$ cat src/rtl/ram_arbiter.sv
// -----------------------------------------------------------------------------
// ram_arbiter
// Round-robin arbiter and command sequencer for one single-port RAM shared by
// two clients. One command is in flight at a time: the winning command is
// latched in IDLE, driven onto the RAM pins for one ISSUE cycle, then (for
// reads) waited on for RD_LAT cycles before the data is captured. Completion
// is signalled with a one-cycle done pulse to the issuing client.
//
// Ports
//   clk, rst                       clock, synchronous active-high reset
//   req0/we0/addr0/wdata0          client 0 command (held until gnt0)
//   gnt0, done0, rdata0            client 0 accept pulse, completion pulse, read data
//   req1/we1/addr1/wdata1          client 1 command (held until gnt1)
//   gnt1, done1, rdata1            client 1 accept pulse, completion pulse, read data
//   ram_addr, ram_in, ram_out      RAM address, write data, read data
//   ram_r, ram_w, ram_en           RAM read strobe, write strobe, enable
// -----------------------------------------------------------------------------
module ram_arbiter #(
   parameter int AW     = 8,
   parameter int DW     = 8,
   parameter int RD_LAT = 1
) (
   input  logic          clk,
   input  logic          rst,
   input  logic          req0,
   input  logic          we0,
   input  logic [AW-1:0] addr0,
   input  logic [DW-1:0] wdata0,
   output logic          gnt0,
   output logic          done0,
   output logic [DW-1:0] rdata0,
   input  logic          req1,
   input  logic          we1,
   input  logic [AW-1:0] addr1,
   input  logic [DW-1:0] wdata1,
   output logic          gnt1,
   output logic          done1,
   output logic [DW-1:0] rdata1,
   output logic [AW-1:0] ram_addr,
   output logic [DW-1:0] ram_in,
   input  logic [DW-1:0] ram_out,
   output logic          ram_r,
   output logic          ram_w,
   output logic          ram_en
);

   // Counter only ever holds RD_LAT-1, so clog2(RD_LAT) bits suffice.
   localparam int CW = (RD_LAT > 1) ? $clog2(RD_LAT) : 1;

   typedef enum logic [1:0] {
      S_IDLE  = 2'd0,
      S_ISSUE = 2'd1,
      S_WAIT  = 2'd2,
      S_RESP  = 2'd3
   } state_t;

   state_t          state_q, state_d;
   logic [CW-1:0]   cnt_q, cnt_d;
   logic            last_q, last_d;     // client served most recently
   logic            id_q, id_d;         // client owning the command in flight
   logic            we_q, we_d;
   logic [AW-1:0]   addr_q, addr_d;
   logic [DW-1:0]   wdata_q, wdata_d;
   logic [DW-1:0]   rdata0_q, rdata0_d;
   logic [DW-1:0]   rdata1_q, rdata1_d;
   logic            done0_q, done0_d;
   logic            done1_q, done1_d;
   logic            ram_en_q, ram_en_d;
   logic            ram_r_q, ram_r_d;
   logic            ram_w_q, ram_w_d;
   logic            grant_s;
   logic            pick_s;             // winning client when grant_s is set

   // Next-state, arbitration and command-latch logic.
   always_comb begin
      state_d  = state_q;
      cnt_d    = cnt_q;
      last_d   = last_q;
      id_d     = id_q;
      we_d     = we_q;
      addr_d   = addr_q;
      wdata_d  = wdata_q;
      rdata0_d = rdata0_q;
      rdata1_d = rdata1_q;
      done0_d  = 1'b0;
      done1_d  = 1'b0;
      ram_en_d = 1'b0;
      ram_r_d  = 1'b0;
      ram_w_d  = 1'b0;
      grant_s  = 1'b0;
      pick_s   = 1'b0;
      case (state_q)
         S_IDLE: begin
            // On a tie the client that was not served last wins.
            if (req0 && req1) begin
               grant_s = 1'b1;
               pick_s  = ~last_q;
            end else if (req0) begin
               grant_s = 1'b1;
               pick_s  = 1'b0;
            end else if (req1) begin
               grant_s = 1'b1;
               pick_s  = 1'b1;
            end else begin
               grant_s = 1'b0;
               pick_s  = 1'b0;
            end
            if (grant_s) begin
               id_d     = pick_s;
               last_d   = pick_s;
               we_d     = pick_s ? we1 : we0;
               addr_d   = pick_s ? addr1 : addr0;
               wdata_d  = pick_s ? wdata1 : wdata0;
               state_d  = S_ISSUE;
               // RAM strobes are registered so they are high exactly in ISSUE.
               ram_en_d = 1'b1;
               ram_w_d  = we_d;
               ram_r_d  = ~we_d;
            end else begin
               state_d = S_IDLE;
            end
         end
         S_ISSUE: begin
            if (we_q) begin
               state_d = S_RESP;
               done0_d = ~id_q;
               done1_d = id_q;
            end else begin
               cnt_d   = CW'(RD_LAT - 1);
               state_d = S_WAIT;
            end
         end
         S_WAIT: begin
            if (cnt_q != '0) begin
               cnt_d = cnt_q - 1'b1;
            end else begin
               // Only the owning client's read data register is updated.
               if (id_q) begin
                  rdata1_d = ram_out;
               end else begin
                  rdata0_d = ram_out;
               end
               state_d = S_RESP;
               done0_d = ~id_q;
               done1_d = id_q;
            end
         end
         S_RESP: begin
            state_d = S_IDLE;
         end
         default: begin
            state_d = S_IDLE;
         end
      endcase
   end

   // State and output registers; reset drops any command in flight.
   always_ff @(posedge clk) begin
      if (rst) begin
         state_q  <= S_IDLE;
         cnt_q    <= '0;
         last_q   <= 1'b1;
         id_q     <= 1'b0;
         we_q     <= 1'b0;
         addr_q   <= '0;
         wdata_q  <= '0;
         rdata0_q <= '0;
         rdata1_q <= '0;
         done0_q  <= 1'b0;
         done1_q  <= 1'b0;
         ram_en_q <= 1'b0;
         ram_r_q  <= 1'b0;
         ram_w_q  <= 1'b0;
      end else begin
         state_q  <= state_d;
         cnt_q    <= cnt_d;
         last_q   <= last_d;
         id_q     <= id_d;
         we_q     <= we_d;
         addr_q   <= addr_d;
         wdata_q  <= wdata_d;
         rdata0_q <= rdata0_d;
         rdata1_q <= rdata1_d;
         done0_q  <= done0_d;
         done1_q  <= done1_d;
         ram_en_q <= ram_en_d;
         ram_r_q  <= ram_r_d;
         ram_w_q  <= ram_w_d;
      end
   end

   // The grant pulse acknowledges the request in the same cycle, so it is
   // decoded from the inputs; it is masked while reset is asserted.
   assign gnt0     = grant_s & ~pick_s & ~rst;
   assign gnt1     = grant_s & pick_s & ~rst;
   assign done0    = done0_q;
   assign done1    = done1_q;
   assign rdata0   = rdata0_q;
   assign rdata1   = rdata1_q;
   assign ram_addr = addr_q;
   assign ram_in   = wdata_q;
   assign ram_en   = ram_en_q;
   assign ram_r    = ram_r_q;
   assign ram_w    = ram_w_q;

endmodule
$ cat config.mk
export PLATFORM = sky130hd
export DESIGN_NAME = ram_arbiter
export DESIGN_NICKNAME = d
export VERILOG_FILES = /design/src/rtl/ram_arbiter.sv
export SDC_FILE = /design/constraint.sdc
export NUM_CORES = 1
export LEC_CHECK = 0
export BUFFER_PORTS_ARGS = -buffer_cell sky130_fd_sc_hd__buf_2
export CAP_MARGIN = 10
export CORE_MARGIN = 2
export CORE_UTILIZATION = 41
export DETAILED_ROUTE_END_ITERATION = 8
export PLACE_DENSITY_LB_ADDON = 0.1
export SYNTH_ARGS = -nofsm -noshare
export SYNTH_HDL_FRONTEND = slang
export SYNTH_SLANG_ARGS = --single-unit
$ cat constraint.sdc
create_clock -name clk -period 1.52 [get_ports clk]
set_clock_uncertainty 0.2 [all_clocks]
set_input_delay 0.304 -clock clk [delete_from_list [all_inputs] [get_ports clk]]
set_output_delay 0.304 -clock clk [all_outputs]
set_load 0.01 [all_outputs]
---- After elaboration in Yosys (flattened, before gate mapping) ----
Index checks and enable logic that the tools add are counted.
storage, ports and cells
  memories ................................ 0
  latch bits .............................. 0
  bits in writable memories ............... 0
  ROM bits ................................ 0
  output and inout bits ................... 39
  flip-flop bits (word level) ............. 43
operators by class
  equality and inequality tests ........... 5
  $add $sub $neg .......................... 1
  order comparisons ....................... 0
  reductions and logical operators ........ 9
  shift-type cells ........................ 0
  bitwise logic cells ..................... 12
  divide/modulo/power cells ............... 0
  muxes and demuxes ....................... 26
  multipliers ............................. 0
operator list
  cell                   number
  $mux W1                19
  $mux W8                2
  $not A1 Y1             8
  $pmux W2 S4            1
  $pmux W1 S2            3
  $reduce_and A3 Y1      2
  $and A1 B1 Y1          4
  $eq A2 B2 Y1 const B   2
  $ne A2 B2 Y1 const B   2
  $reduce_and A2 Y1      2
  $reduce_or A3 Y1       1
  $eq A2 B1 Y1 const B   1
  $logic_not A2 Y1       1
  $mux W2                1
  $reduce_bool A2 Y1     1
  $reduce_or A2 Y1       1
  $logic_and A1 B1 Y1    1
  $sub A1 B1 Y1 const B  1

---- Longest topological paths before layout ----
Gate-level depths: netlist of run 1.
  depth after elaboration ................. 8
  depth in mapped cells ................... 7
  mapped depth without buffers ............ 5

---- Worst setup path after synthesis of run 1 ----
Ideal clock, no wire load.
  path kind ............................... reg2out
  start point ............................. register state_q[0]
  end point ............................... output gnt0
  path slack .............................. -0.086 ns
  path buffers ............................ 1
  arrival ................................. 1.102 ns
  cell stages (with the launch flop) ...... 6
  cell sequence ........................... dfxtp_1 inv_1 ha_1 o21ai_1 buf_2 nor3_1
between the ends
  word-level cells in the longest chain between the ends .. 5
  elaborated cells between the ends (all ways) .. 6
  classes of those cells .................. mux (2); bitwise (3); reduce/logical (1)
ends and longest elaborated chain
  element                         line  text
  start: declaration              57    state_t state_q, state_d;
  start signal: assignment        175   state_q <= state_d;
  $logic_not A2 Y1 (*)            92    case (state_q)
  $mux W1                         92
  $not A1 Y1                      194   assign gnt0 = grant_s & ~pick_s & ~rst;
  $and A1 B1 Y1 (*) (2 in a row)  194
  end: declaration                29    output logic gnt0,
Every way passes the cells marked *; elsewhere a longest branch is shown, timed or not.

---- Worst setup path after layout of run 1 ----
  start point ............................. register state_q[1]
  end point ............................... output gnt0
Same word-level chain as after synthesis.

==> results.md, run 1 <==
- Status: finished, violations left
- Failing checks: negative setup slack
- Ys flop type: dfxtp_1
- RSZ-0062 raised after global routing: true
- Maximum clock path buffer count: 2
- Internal: 0.00205 W
- Post-DP HPWL: 3.19 mm
- Initial Util: 43.2%
- Initial antenna violation count: 0
- Max-slew violation count: 0
- Clock transition at path regs: 80 ps
- # diodes: 0
- Std cell rows: 23
- Fmax: 0.589 GHz
- DRC violations left: 0
- Final Cycle Share: 112%
- Area contributors post-synth: dfxtp_1 48%, a211oi_2 7.8%, a21oi_1 7.7%
- Most frequent cell after synthesis: dfxtp_1
- Net Sw Power: 0.000780 W
- Die W: 69.4 um
- DRT Pass-1 Iters: 4
- Max-Cap Viols: 0
- Largest net degree at the start of global routing: 18
- Synth top area share: 47.9%
- Clock power share: 31.5%
- I/O pin cnt: 85
- Syn Area/Cell: 9.04 sq um
- Worst setup SP type: flip-flop
- Drt wl/cell: 13.2 um
- Min Tclk post-route: 1700 ps
- Max VDD drop: 0.756 mV
- Comb pwr share: 24.7%
- Final setup violation count: 20
- Sequential power share: 43.8%
- Vias post-DR: 1692
- Antenna Nets Post-Route: 0
- Worst setup path category: flip-flop to primary output
- #FFs+latches synth: 42
- Placed cells: 332
- CTS Sinks: 42
- H-Tree Level Count: 2
- Critical Path Sink Type: primary output
- Core area: 0.00406 sq mm
- Syn_nets: 244
- Post-Layout Cell Count: 344
- Ratio of cells with drive above 1 in the final layout: 54.8%
- Mapped Area: 0.00175 sq mm
- Worst min-delay path category: input port to flip-flop
- Number of global-route vias before repair: 1651
- CP max FO: 3
- First-pass GRT wire length: 7.47 mm
- All-Layer GR Usage: 18.9%
- Die ar.: 0.00482 sq mm
- Post-synth ARST share: 0%
- Hold Buf Count CTS: 0
- Max_slew headroom: 81.3%
- Post-synth EDFFs: 0
- Slew @ Worst Pin: 275 ps
- Num CTS Buffers: 5
- Setup TNS Final: -1060 ps
- Reg2Reg Setup Slack: -90 ps
- Final Hold Fails: 0
- YS warnings: 0
- Seq/Total Area, Yosys: 47.9%
- Later-pin clock latency in the skew report: 290 ps
- Leak: 1.28 nW
- Synth-to-layout area growth: 53.2%
- Tot Pwr: 0.00283 W
- Final Cell Area: 0.00269 sq mm
- Vias per inst: 4.92
- Synth Instances: 194
- GR Overflow Total: 0
- Routed WL: 4.54 mm
- Root buf cell: clkbuf_8
- Placer Congestion: 0.730
- Leading area contributor after synthesis: dfxtp_1
- Final setup margin: -177 ps
- Critical Path AT: 1190 ps
- Violation count after the first detailed-route iteration: 39
- Pwr dens: 1050 mW/mm^2
- Critical Path RT: 1020 ps
- Synth top cells by count: 42 x dfxtp_1, 29 x nor2_1, 27 x a21oi_1, 27 x nand2_1, 11 x a211oi_2
- Area of placed instances: 0.00232 sq mm
- Sw frac: 27.6%
- Chip Height: 69.4 um
- CTS tree: done
- Nets: 344
- I/O Buffers: 84
- Synth unique cells: 27
[power groups by stage]
stage | clock network [W] | logic (W) | registers, W
floorplan | 0 | 0.000289 | 0.00127
global placement | 0 | 0.000538 | 0.00124
detailed placement | 0 | 0.000543 | 0.00124
CTS | 0.000907 | 0.000637 | 0.00123
global route | 0.000961 | 0.000763 | 0.00125
finish | 0.000890 | 0.000698 | 0.00124
[final timing paths]
kind,start,cells after the start,to
max,state_q[1],5,gnt0
min,wdata0[2],3,ram_in[2]
max reg2reg,state_q[1],9,ram_addr[4]
min reg2reg,rdata1[2],2,rdata1[2]
[per-stage QoR]
| step | setup WS [ps] | util [%] | hold WS (ps) |
|---|---|---|---|
| after floorplan | 4.31 | - | 184 |
| after global placement | -28.3 | 57.1 | 245 |
| after detailed placement | -84.0 | 57.1 | 250 |
| after CTS | -191 | 63.9 | 43.4 |
| after global routing | -260 | 66.2 | 53.3 |
| final | -177 | 66.2 | 51.5 |
[layout make-up]
class / count / area, sq um
clock buffers: 6 / 82.6
clock inverters: 1 / 30.0
repair buffers: 107 / 666
well taps: 50 / 62.6
inverters: 2 / 7.51
multi-input cells: 136 / 996
fillers: 362 / 1370
flip-flops and latches: 42 / 843
[critical path: stages (launching register included)]
cell     delay [ps]
dfxtp_2         330
inv_2            70
ha_4            140
o21ai_2          90
nor3_2          120
buf_2           150
[sequential cells by signal, summed over array words and instances (netlist names)]
| name | count |
|---|---|
| done0 | 1 |
| done1 | 1 |
| id_q | 1 |
| last_q | 1 |
| ram_addr | 8 |
| ram_en | 1 |
| ram_in | 8 |
| ram_r | 1 |
| ram_w | 1 |
| rdata0 | 8 |
| rdata1 | 8 |
| state_q | 2 |
| we_q | 1 |
[layout by cell type, fill, tap and decap left out, drive strengths merged, types with 2 or more instances in the layout]
master	count
buf	107
nand2b	2
o21ai	2
nor3	3
nand3	8
nor2	29
clkbuf	6
dfxtp	42
a21oi	27
mux2i	9
inv	2
ha	4
nand2	27
o21a	2
a211oi	17
[cell families (layout without fill, tap and decap cells)]
| kind of cell | after synthesis | in the layout | synth area share [%] |
|---|---|---|---|
| adder cells (fa/ha/maj) | 4 | 4 | 2.85 |
| buffers and inverters | 16 | 116 | 5.35 |
| AO/OA/AOI/OAI | 51 | 51 | 21.5 |
| AND/OR/NAND/NOR | 72 | 72 | 17.0 |
| multiplexers | 9 | 9 | 5.35 |
| flip-flops | 42 | 42 | 47.9 |
[layer usage]
metal / vias to the layer above / GRT usage, % / share of wire, %
li1: 861 / - / -
met1: 768 / 23.3 / 44
met2: 57 / 32.1 / 49
met3: 6 / 6.10 / 6.6
met4: 0 / 4.58 / 0.81
met5: - / 0 / 0
[what timing repair did]
item / in CTS / in global routing
setup endpoints to repair: 22 / 35
hold endpoints to repair: 0 / 0
cloned: 1 / 0
resized for setup: 37 / 21
buffers inserted: 4 / 1
pin swaps: 17 / 8
(Power assumes the default switching activity.)
==> run 2, diff against run 1 <==
- CORE_ASPECT_RATIO: unset -> 1.2
==> results.md, run 2 (synthesis results as in run 1) <==
- Status: finished, violations left
- Failing checks: negative setup slack
- Most frequent cells in the layout: 84 x buf_2, 40 x dfxtp_1, 25 x nand2_1, 25 x a21oi_1
- R2R Path End: ram_addr[3]
- CTS tree: done
- Final setup violation count: 20 (unchanged)
- Pre-CTS setup slack: -48.4 ps (+35.5 ps)
- Vias per inst: 4.87 (-0.97%)
- Die W: 63.7 um (-8.2%)
- Min Tclk post-route: 1670 ps (-24.6 ps)
- I/O pin cnt: 85 (unchanged)
- Violation count after the first detailed-route iteration: 73 (+87%)
- Later-pin clock latency in the skew report: 290 ps (about the same)
- Commonest non-fill, non-tap cell in the layout: buf_2
- H-Tree Level Count: 2 (unchanged)
- Worst reg2reg path startpoint: state_q[0]
- CTS Sinks: 42 (unchanged)
- # diodes: 0 (unchanged)
- Chip Height: 75.7 um (+9.0%)
- Core area: 0.00420 sq mm (+3.4%)
- Met2 wire len: 2.21 mm (+0.18%)
- Fmax: 0.598 GHz (+1.5%)
- Hold Buf Count CTS: 0 (unchanged)
- Hold Path Origin: wdata0[1]
- Drt wl/cell: 12.6 um (-4.2%)
- Vias post-DR: 1700 (+0.47%)
- Worst setup SP type: flip-flop
- Root buf cell: clkbuf_8
- Highest Signal Layer: met4
- Slew @ Worst Pin: 238 ps (-37.3 ps)
- Final Cycle Share: 110% (-1.6 points)
- Antenna Nets Post-Route: 0 (unchanged)
- Clock transition at path regs: 80 ps (about the same)
- Initial antenna violation count: 0 (unchanged)
- Tot Pwr: 0.00276 W (-2.2%)
- All-Layer GR Usage: 18.0% (-0.96 points)
- DRC violations left: 0 (unchanged)
- Number of global-route vias before repair: 1485 (-10%)
- Nets: 342 (-0.58%)
- Die ar.: 0.00482 sq mm (about the same)
- Max incr delay on CP: 350 ps (+20 ps)
- Hold Path Sink: ram_in[1]
- Pwr dens: 1050 mW/mm^2 (about the same)
- Area of placed instances: 0.00230 sq mm (-0.65%)
- Critical Path AT: 1170 ps (-20 ps)
- Maximum clock path buffer count: 2 (unchanged)
- Ratio of cells with drive above 1 in the final layout: 53.2% (-1.5 points)
- Final setup margin: -153 ps (+24.6 ps)
- Largest net degree at the start of global routing: 17 (-1)
- Synth-to-layout area growth: 49.7%
- Std cell rows: 26 (+13%)
- Final Hold Fails: 0 (unchanged)
- Placer Congestion: 0.797 (+9.2%)
- Metal3 WL: 215 um (-29%)
- Initial Util: 41.8% (-1.4 points)
- WHS Path Cells: 3 (unchanged)
- Max-slew violation count: 0 (unchanged)
- GR Overflow Total: 0 (unchanged)
- Critical Path RT: 1020 ps (about the same)
- First-pass GRT wire length: 6.77 mm (-9.4%)
- Reg2Reg Setup Slack: -90 ps (about the same)
- Routed WL: 4.41 mm (-2.8%)
- Max VDD drop: 0.570 mV (-25%)
- CP max FO: 2 (-1)
- I/O Buffers: 84 (unchanged)
- Post-DP HPWL: 3.24 mm (+1.7%)
- WL met1: 1.94 mm (-2.6%)
- RSZ-0062 raised after global routing: true
- Max-Cap Viols: 0 (unchanged)
- Worst min-delay path category: input port to flip-flop
- Num CTS Buffers: 5 (unchanged)
- Worst reg-to-reg path cell count: 8 (-1)
- DRT Pass-1 Iters: 4 (unchanged)
- Worst setup path category: flip-flop to primary output
- Max_slew headroom: 83.8% (+2.5 points)
- Leak: 1.26 nW (-2.0%)
- Final Cell Area: 0.00263 sq mm (-2.3%)
- Crit-path slowest cell: dfxtp_2
- Critical Path Sink Type: primary output
- Worst path cell trace: inv_2 -> ha_4 -> buf_6 -> nand2_4 -> nor2_2 -> buf_2
-- run 2: where the power goes --
part / leakage [nW] / switching (W) / internal [W]
combinational: 0.860 / 0.000329 / 0.000329
sequential: 0.345 / 0.0000545 / 0.00118
clock: 0.0514 / 0.000384 / 0.000490
total: 1.26 / 0.000768 / 0.00200
-- run 2: worst max-delay path: cells and delay by family (launching register included) --
kind	cells	cell delay [ps]
adders and majority gates	1	160
buffers and inverters	3	290
DFF	1	350
and+or+nand+nor	2	80
-- run 2: what timing repair did --
action / 4_1_cts / 5_1_grt
pin swaps: 6 / 8
cloned: 2 / 1
setup buffers: 3 / 1
gates resized for setup: 28 / 13
endpoints found under the setup margin: 21 / 33
-- run 2: per-layer routing --
| metal | track usage [%] | vias up |
|---|---|---|
| li1 | - | 861 |
| met2 | 33.3 | 56 |
| met3 | 3.84 | 4 |
| met5 | 0 | - |
| met4 | 5.07 | 0 |
| met1 | 21.2 | 779 |
-- run 2: worst max path at each step --
stage | depth (start not counted) | endpoint | start
floorplan | 5 | gnt0 | state_q[0]
global placement | 7 | ram_addr[7] | state_q[0]
detailed placement | 7 | ram_in[7] | state_q[0]
CTS | 6 | gnt1 | state_q[1]
global route | 6 | gnt1 | state_q[0]
finish | 6 | gnt1 | state_q[0]
-- run 2: stage by stage --
stage	setup TNS (ps)	std cells	hold slack, ps	utilization, %
after floorplan	0	194	184	-
after global placement	-27.7	335	245	54.8
after detailed placement	-333	335	246	54.8
after CTS	-1890	348	40.4	61.2
after global routing	-2820	349	57.7	62.6
final	-1110	349	46.2	62.6
-- run 2: area by class of cell --
type / count / area, sq um
Fill cell: 360 / 1570
Multi-Input combinational cell: 136 / 943
Sequential cell: 42 / 843
Timing Repair Buffer: 105 / 652
Clock buffer: 6 / 72.6
Tap cell: 56 / 70.1
Clock inverter: 2 / 37.5
Inverter: 2 / 7.51
==> run 3, diff against run 2 <==
- MAX_ROUTING_LAYER: unset -> met4
==> results.md, run 3 (synthesis results as in run 1) <==
- Maximum clock path buffer count: 2 (unchanged)
- Max VDD drop: 0.570 mV (about the same)
- Setup TNS Final: -1090 ps (+14.2 ps)
- Failing checks: negative setup slack
- Final setup margin: -151 ps (+1.12 ps)
- Core area: 0.00420 sq mm (unchanged)
- Later-pin clock latency in the skew report: 290 ps (about the same)
- Fmax: 0.598 GHz (about the same)
- Chip Height: 75.7 um (unchanged)
- Placer Congestion: 0.808 (+1.4%)
- Synth-to-layout area growth: 49.7% (unchanged)
- Antenna Nets Post-Route: 0 (unchanged)
- Filler Cells Inserted: 360 (unchanged)
- Post-DP HPWL: 3.24 mm (unchanged)
- Ratio of cells with drive above 1 in the final layout: 53.2% (unchanged)
- H-Tree Level Count: 2 (unchanged)
- CTS tree: done
- Vias per inst: 4.87 (unchanged)
- CP max FO: 2 (unchanged)
- Pwr dens: 1050 mW/mm^2 (about the same)
- GR Overflow Total: 0 (unchanged)
- Status: finished, violations left
- DRT Pass-1 Iters: 4 (unchanged)
- Num CTS Buffers: 5 (unchanged)
- Critical Path AT: 1170 ps (about the same)
- I/O pin cnt: 85 (unchanged)
- Root buf cell: clkbuf_8
- Routed WL: 4.41 mm (unchanged)
- Die ar.: 0.00482 sq mm (unchanged)
- Nets: 342 (unchanged)
- Vias post-DR: 1700 (unchanged)
- Initial Util: 41.8% (unchanged)
- Post-layout util: 62.6% (unchanged)
- Clock transition at path regs: 80 ps (about the same)
- Hold Buf Count CTS: 0 (unchanged)
- Worst setup SP type: flip-flop
- All-Layer GR Usage: 18.5% (+0.57 points)
- Worst min-delay path category: input port to flip-flop
- Die W: 63.7 um (unchanged)
- Slew @ Worst Pin: 238 ps (+0.0311 ps)
- Largest net degree at the start of global routing: 17 (unchanged)
- Final setup violation count: 20 (unchanged)
- Final Cycle Share: 110% (about the same)
- Critical Path RT: 1020 ps (about the same)
- Max-Cap Viols: 0 (unchanged)
- Critical Path Sink Type: primary output
- Initial antenna violation count: 0 (unchanged)
- RSZ-0062 raised after global routing: true
- CTS Sinks: 42 (unchanged)
- I/O Buffers: 84 (unchanged)
- First-pass GRT wire length: 6.77 mm (unchanged)
- Most frequent cells in the layout: 84 x buf_2, 40 x dfxtp_1, 25 x nand2_1, 25 x a21oi_1
- Final Hold Fails: 0 (unchanged)
- Worst setup path category: flip-flop to primary output
- Std cell rows: 26 (unchanged)
- Leak: 1.26 nW (unchanged)
- Violation count after the first detailed-route iteration: 61 (-16%)
- Worst hold margin: 47.0 ps (+0.821 ps)
- Max-slew violation count: 0 (unchanged)
- Tot Pwr: 0.00276 W (about the same)
- Commonest non-fill, non-tap cell in the layout: buf_2
- DRC violations left: 0 (unchanged)
- Max_slew headroom: 83.8% (about the same)
- Min Tclk post-route: 1670 ps (-1.12 ps)
- Number of global-route vias before repair: 1480 (-0.34%)
- # diodes: 0 (unchanged)
- Drt wl/cell: 12.6 um (unchanged)
-- run 3: area by class of cell --
| type | count | area [sq um] | area share, % |
|---|---|---|---|
| Clock buffer | 6 | 72.6 | 2.76 |
| Inverter | 2 | 7.51 | 0.286 |
| Tap cell | 56 | 70.1 | 2.67 |
| Timing Repair Buffer | 105 | 652 | 24.8 |
| Multi-Input combinational cell | 136 | 943 | 35.9 |
| Sequential cell | 42 | 843 | 32.1 |
| Clock inverter | 2 | 37.5 | 1.43 |
-- run 3: repair_timing --
| action | in CTS | in global routing |
|---|---|---|
| buffers inserted | 3 | 1 |
| cloned | 2 | 1 |
| gates resized for setup | 28 | 13 |
| endpoints found under the setup margin | 21 | 33 |
| pin swaps | 6 | 8 |
-- run 3: critical path, stage by stage, from the launching register on --
cell and delay, ps:
dfxtp_2 350, inv_2 50, ha_4 160, buf_6 110
nand2_4 50, nor2_2 30, buf_2 130
-- run 3: worst paths after layout --
| path | from | to | slack, ps | cells past startpoint |
|---|---|---|---|---|
| min | wdata0[1] | ram_in[1] | 50 | 3 |
| max reg2reg | state_q[0] | ram_addr[3] | -90 | 8 |
| max | state_q[0] | gnt1 | -150 | 6 |
| min reg2reg | rdata1[6] | rdata1[6] | 260 | 2 |
-- run 3: stage by stage --
| stage | worst slack [ps] | instances | area, sq um |
|---|---|---|---|
| final | -151 | 349 | 2630 |
| after global routing | -221 | 349 | 2630 |
| after CTS | -159 | 348 | 2570 |
| after detailed placement | -48.4 | 335 | 2300 |
| after global placement | -14.6 | 335 | 2300 |
| after floorplan | 4.31 | 194 | 1760 |
-- run 3: layer usage --
metal | global-route usage (%) | vias to the layer above | share of wire [%]
met2 | 33.2 | 56 | 50
met3 | 3.55 | 4 | 4.5
li1 | - | 861 | -
met5 | - | - | 0
met1 | 21.4 | 779 | 44
met4 | 5.07 | 0 | 1.0
-- run 3: power breakdown --
part	switching, W	internal [W]
clock network	0.000383	0.000490
logic	0.000329	0.000329
registers	0.0000545	0.00118
